## src/rtl/divider_pkg.sv

```systemverilog
// Shared types and constants for the iterative signed divider.
// Latency: n/a (package).  Backpressure: n/a (package).
package divider_pkg;

    localparam int DEFAULT_WIDTH = 32;

    typedef enum logic [1:0] {
        IDLE = 2'd0,
        CALC = 2'd1,
        FIX  = 2'd2
    } state_t;

    function automatic int calc_cycles(input int width);
        return 2 * width;
    endfunction

    localparam int CALC_CYCLES = calc_cycles(DEFAULT_WIDTH);
    localparam int DZ_LATENCY  = 2;

endpackage

```

## src/rtl/div_step.sv

```systemverilog
// One restoring shift-subtract iteration: shift in a dividend bit, trial-subtract the divisor.
// Latency: combinational.  Backpressure: none.
module div_step #(
    parameter int WIDTH = 32
) (
    input  logic [WIDTH:0] rem_cur,
    input  logic           dvd_bit,
    input  logic [WIDTH:0] dvsr_mag,
    output logic [WIDTH:0] rem_next,
    output logic           q_bit
);

    logic [WIDTH+1:0] shifted;
    logic [WIDTH+1:0] diff;

    always_comb begin
        shifted  = {rem_cur, dvd_bit};
        diff     = shifted - {1'b0, dvsr_mag};
        q_bit    = ~diff[WIDTH+1];
        rem_next = q_bit ? diff[WIDTH:0] : shifted[WIDTH:0];
    end

endmodule

```

## src/rtl/sequential_divider.sv

```systemverilog
// Signed 2W/W restoring divider, one quotient bit per clock, with sign and overflow fix-up.
// Latency: done in the 2W+2nd cycle counting the accept cycle; 2nd for divide by zero.
// Backpressure: start ignored while busy (including the done cycle); no stall once accepted.
module sequential_divider
    import divider_pkg::*;
#(
    parameter int WIDTH = DEFAULT_WIDTH
) (
    input  logic                 clk,
    input  logic                 rst,
    input  logic                 start,
    input  logic [2*WIDTH-1:0]   dividend,
    input  logic [WIDTH-1:0]     divisor,
    output logic                 busy,
    output logic                 done,
    output logic [WIDTH-1:0]     quotient,
    output logic [WIDTH-1:0]     remainder,
    output logic                 overflow,
    output logic                 div_by_zero
);

    localparam int CALC_N = calc_cycles(WIDTH);
    localparam int CNT_W  = $clog2(CALC_N + 1);
    localparam logic [CNT_W-1:0] LAST_ITER = CNT_W'(CALC_N - 1);

    state_t             state;
    logic [CNT_W-1:0]   iter_cnt;
    logic [WIDTH:0]     prem;
    logic [WIDTH:0]     dvsr_mag;
    logic [2*WIDTH-1:0] dvd_q;
    logic               sign_dvd;
    logic               neg_quot;
    logic               dz_pend;

    logic [WIDTH:0]     prem_next;
    logic               q_bit;
    logic [2*WIDTH-1:0] dvd_abs;
    logic [WIDTH:0]     dvsr_ext;
    logic [WIDTH:0]     dvsr_abs;
    logic [2*WIDTH-1:0] q_fix;
    logic [WIDTH:0]     q_hi;
    logic               q_ovf;
    logic [WIDTH-1:0]   r_fix;

    // Divisor magnitude is WIDTH+1 bits so that |-2^(WIDTH-1)| is representable.
    always_comb begin
        dvd_abs  = dividend[2*WIDTH-1] ? -dividend : dividend;
        dvsr_ext = {divisor[WIDTH-1], divisor};
        dvsr_abs = dvsr_ext[WIDTH] ? -dvsr_ext : dvsr_ext;
    end

    div_step #(.WIDTH(WIDTH)) u_step (
        .rem_cur  (prem),
        .dvd_bit  (dvd_q[2*WIDTH-1]),
        .dvsr_mag (dvsr_mag),
        .rem_next (prem_next),
        .q_bit    (q_bit)
    );

    // Quotient fits iff its top WIDTH+1 bits are a pure sign extension.
    always_comb begin
        q_fix = neg_quot ? -dvd_q : dvd_q;
        q_hi  = q_fix[2*WIDTH-1:WIDTH-1];
        q_ovf = ~((&q_hi) | ~(|q_hi));
        r_fix = sign_dvd ? -prem[WIDTH-1:0] : prem[WIDTH-1:0];
    end

    always_ff @(posedge clk or posedge rst) begin
        if (rst) begin
            state       <= IDLE;
            iter_cnt    <= '0;
            prem        <= '0;
            dvsr_mag    <= '0;
            dvd_q       <= '0;
            sign_dvd    <= 1'b0;
            neg_quot    <= 1'b0;
            dz_pend     <= 1'b0;
            busy        <= 1'b0;
            done        <= 1'b0;
            quotient    <= '0;
            remainder   <= '0;
            overflow    <= 1'b0;
            div_by_zero <= 1'b0;
        end else begin
            done <= 1'b0;
            case (state)
                IDLE: begin
                    if (busy) begin
                        busy <= 1'b0;
                    end else if (start) begin
                        busy        <= 1'b1;
                        sign_dvd    <= dividend[2*WIDTH-1];
                        neg_quot    <= dividend[2*WIDTH-1] ^ divisor[WIDTH-1];
                        dvd_q       <= dvd_abs;
                        dvsr_mag    <= dvsr_abs;
                        prem        <= '0;
                        iter_cnt    <= '0;
                        overflow    <= 1'b0;
                        div_by_zero <= 1'b0;
                        dz_pend     <= (divisor == '0);
                        state       <= (divisor == '0) ? FIX : CALC;
                    end
                end
                CALC: begin
                    // Quotient bits shift into the vacated low end of the dividend register.
                    prem     <= prem_next;
                    dvd_q    <= {dvd_q[2*WIDTH-2:0], q_bit};
                    iter_cnt <= iter_cnt + CNT_W'(1);
                    if (iter_cnt == LAST_ITER) begin
                        state <= FIX;
                    end
                end
                FIX: begin
                    done  <= 1'b1;
                    state <= IDLE;
                    if (dz_pend) begin
                        quotient    <= '0;
                        remainder   <= '0;
                        overflow    <= 1'b0;
                        div_by_zero <= 1'b1;
                    end else begin
                        quotient    <= q_fix[WIDTH-1:0];
                        remainder   <= r_fix;
                        overflow    <= q_ovf;
                    end
                end
                default: state <= IDLE;
            endcase
        end
    end

endmodule

```

## config.mk

```make
export PLATFORM = sky130hd
export DESIGN_NAME = sequential_divider
export DESIGN_NICKNAME = d
export VERILOG_FILES = /design/src/rtl/divider_pkg.sv /design/src/rtl/div_step.sv /design/src/rtl/sequential_divider.sv
export SDC_FILE = /design/constraint.sdc
export NUM_CORES = 1
export LEC_CHECK = 0
export BUFFER_PORTS_ARGS = -buffer_cell sky130_fd_sc_hd__buf_2
export CORE_UTILIZATION = 50
export DETAILED_ROUTE_END_ITERATION = 16
export GPL_TIMING_DRIVEN = 0
export PLACE_DENSITY = 0.73
export SLEW_MARGIN = 20
export SYNTH_ARGS = -nofsm -noshare
export SYNTH_HDL_FRONTEND = slang
export SYNTH_SLANG_ARGS = --single-unit
```

## constraint.sdc

```tcl
create_clock -name clk -period 6.85 [get_ports clk]
set_input_delay 1.0275 -clock clk [delete_from_list [all_inputs] [get_ports clk]]
set_output_delay 1.0275 -clock clk [all_outputs]
set_load 0.005 [all_outputs]
```

==> key figures <==
GRT
  – Global Route Usage Sum: 30.19%
  – Pin count of the biggest net entering global routing: 109
  – Global-route wire length before repair: 69660 um
  – Initial antenna violation count: 3
  – Vias in the first global route: 12810
  – Overflow left after global routing: 0

Clocking
  – Postcts setup bufs: 0
  – CTS tree: built
  – Total CTS buffers: 25
  – Clk sinks: 210
  – CTS hold repair buffers: 0
  – Root buffer cell: clkbuf_16
  – PostCTS Resize Cnt: 0
  – CTS H-Tree Depth: 1
  – Clk_lat worst skew: 540 ps
  – Clock Tree Buf Depth: 3
  – Clk pin slew, worst setup/hold paths: 70 ps

Status
  – Outcome: completed

STA
  – Max Slew Vio Count: 0
  – Tmin final: 4465 ps
  – Worst hold margin: 470.8 ps
  – RSZ-0062 raised after global routing: false
  – Final worst slack: 2385 ps
  – Max Clock Skew: 15.26 ps
  – Slew @ Worst Pin: 1165 ps
  – Max transition margin: 21.84%
  – Final hold violation count: 0
  – Final setup viols: 0
  – Fmax: 223.9 MHz
  – Setup tns final: 0 ps
  – Final period utilization: 65.19%

Cells and area
  – Fin area: 16500 um2
  – Non-filler cells, final: 2295
  – Fraction of layout cells with a size suffix above 1: 12.28%
  – Layout area overhead: 14.61%
  – Layout Nets: 2036
  – Fin util: 58.75%

Setup path
  – Crit-path max FO: 10
  – Critical path cell sequence: ha_1, nor2b_1, o31a_1, o41ai_1, nand2_1, a2111oi_0, o31a_1, o211ai_1, nand3_1, buf_2, buf_2, mux2i_1, o21ai_0
  – Critical Path Start Type: register
  – Req. time, crit path: 7240 ps
  – CP delay by family, top: compound AO/OA/AOI/OAI gates
  – Critical path class: register to register
  – CP max stage delay: 770 ps
  – Crit path buf inv count: 2
  – Crit-path slowest cell: a2111oi_0
  – Critical path capture point type: register
  – Critical path data arrival time: 4860 ps

Floorplanning
  – Die Ht: 171.7 um
  – Full die area: 29480 um2
  – Row count: 61
  – Core area: 28090 um2
  – Starting density of the core: 51.27%
  – Die Span X: 171.7 um
  – # IOs: 167

Logic synthesis
  – Main synth FF type: dfrtp_1
  – Synth Area in Compound Gates: 23.64%
  – Yosys cell types: 70
  – Syn_area_per_cell: 8.450 um2
  – Post-synth EDFFs: 0
  – Syn nets: 1842
  – Simple-gate share of the synthesized area: 17.32%
  – Synth Instances: 1704
  – Largest family of logic cells by synthesized area: compound AO/OA/AOI/OAI gates
  – Synth async-reset ratio: 100.0%
  – #FFs+latches synth: 210
  – Cell area after synthesis: 14400 um2
  – Sequential fraction of the synthesis area: 36.50%
  – Mux contribution to synthesized area: 2.433%
  – Number of warnings issued by yosys: 0
  – Synth Area in Adders: 3.441%
  – XOR/XNOR Fraction of Synth Area: 12.35%

Placed design
  – Dpl cell area: 15740 um2
  – Dpl hpwl: 33620 um
  – Pre-CTS worst setup slack: 2381 ps
  – IO Port Bufs: 166
  – GP Congestion: 0.9650
  – Placed cells: 2249

Route
  – Post-DRT Antenna Nets: 0
  – Drt wl/cell: 19.15 um
  – Total wire length: 43960 um
  – DR iter-0 viols: 1276
  – Via Count: 13690
  – Via/cell ratio: 5.967
  – # DRC: 0
  – 1st-pass router iterations: 5

Pwr
  – Power density cells: 327.5 nW/um2
  – Leak: 7.024 nW
  – Overall power: 5.405 mW
  – VDD IR-drop max: 0.0002471 V

Job
  – Max cap viols: 0

Min path
  – Type of the worst min-delay path: register to register
## layer usage
metal	wire length [um]	up-vias	track usage (%)
li1	-	6578	-
met1	20650	6538	44.59
met2	19300	504	46.54
met3	2986	74	3.705
met4	1018	0	7.492
met5	0	-	0
## cells in the mapped netlist, drive strengths merged, types with 4 or more instances
master	number	area (um2)
nand4	16	100.1
o41ai	31	279.0
nand4b	5	43.79
clkbuf	84	315.3
nor2b	9	56.30
nor2	61	229.0
xor2	152	1331
mux2i	35	350.3
o31ai	53	416.7
a31oi	11	68.82
or4	29	221.5
dfrtp	210	5255
a32oi	7	61.31
nor4	14	87.58
nor4b	4	50.05
nand3	26	130.1
nand2b	14	110.1
buf	17	70.06
or3	34	217.7
o21ai	267	1336
or2	12	75.08
o211ai	8	60.06
a21o	10	75.07
nand2	234	878.3
inv	62	232.7
ha	38	475.5
o21bai	5	37.54
nor3	31	165.2
o22ai	14	87.58
a21oi	47	235.2
nand3b	6	45.04
o31a	6	52.55
xnor2	51	446.7
a22oi	57	427.9
## worst register-to-register path, stage by stage, from the launching register on
cell	delay, ps
dfrtp_1	500
ha_1	330
nor2b_1	130
o31a_1	290
o41ai_1	520
nand2_1	320
a2111oi_0	770
o31a_1	300
o211ai_1	100
nand3_1	70
buf_2	290
buf_2	370
mux2i_1	230
o21ai_0	110
## report_power, final
group,switching [mW],internal [mW]
Combinational,1.25,0.978
Sequential,0.440,1.50
Clock,0.522,0.713
## path summary, 6_finish.rpt
kind	start	endpoint	slack [ps]	cells past startpoint
min in group asynchronous	rst	quotient[2]	640	2
max in group asynchronous	rst	dvd_q[53]	5180	3
max reg2reg	prem[0]	prem[14]	2380	13
max	prem[0]	prem[14]	2380	13
min	quotient[15]	quotient[15]	470	2
min reg2reg	quotient[15]	quotient[15]	470	2
## area by class of cell
type                    count  area, um2
diodes                      3      7.507
plain buffers             101      385.4
clock inverters             8      53.80
multi-input cells        1330       8522
flip-flops and latches    210       5255
clock buffers              35      703.2
fillers                  2646      11580
inverters                  63      244.0
repair buffers            167      858.3
well taps                 378      473.0
## logic make-up (layout without fill, tap and decap cells)
logic type	after synthesis	in the layout
fa+ha+maj	39	39
mux	35	35
buf+inv	164	374
simple gates	506	506
other cells	0	3
compound gates	547	547
xor+xnor	203	203
flops	210	210
## flip-flops by register name (all words and copies together) (netlist names)
name / count
neg_quot: 1
dvsr_mag: 33
busy: 1
dz_pend: 1
overflow: 1
iter_cnt: 7
sign_dvd: 1
remainder: 32
state: 2
quotient: 32
div_by_zero: 1
dvd_q: 64
prem: 33
done: 1
## placed cells by master, fill, tap and decap left out, types with 5 or more instances in the layout
cell type / n
nand4b_1: 5
o21ai_0: 256
o31a_1: 6
a32oi_1: 7
inv_1: 60
a31oi_1: 11
o22ai_1: 14
dfrtp_1: 210
a22oi_1: 57
nand3b_1: 6
xor2_1: 152
nand4_1: 16
buf_2: 171
or4_1: 28
or3_1: 33
o21bai_1: 5
o31ai_1: 51
o41ai_1: 30
nand2_1: 234
nor4_1: 14
nor3_1: 29
or2_2: 11
nand3_1: 26
nor2b_1: 9
o21ai_1: 11
o211ai_1: 8
mux2i_1: 35
xnor2_1: 51
a21o_1: 10
nor2_1: 61
clkbuf_1: 90
nand2b_1: 11
clkbuf_16: 25
buf_1: 12
ha_1: 38
a21oi_1: 47
No activity file was read; power rests on OpenSTA's default activity.
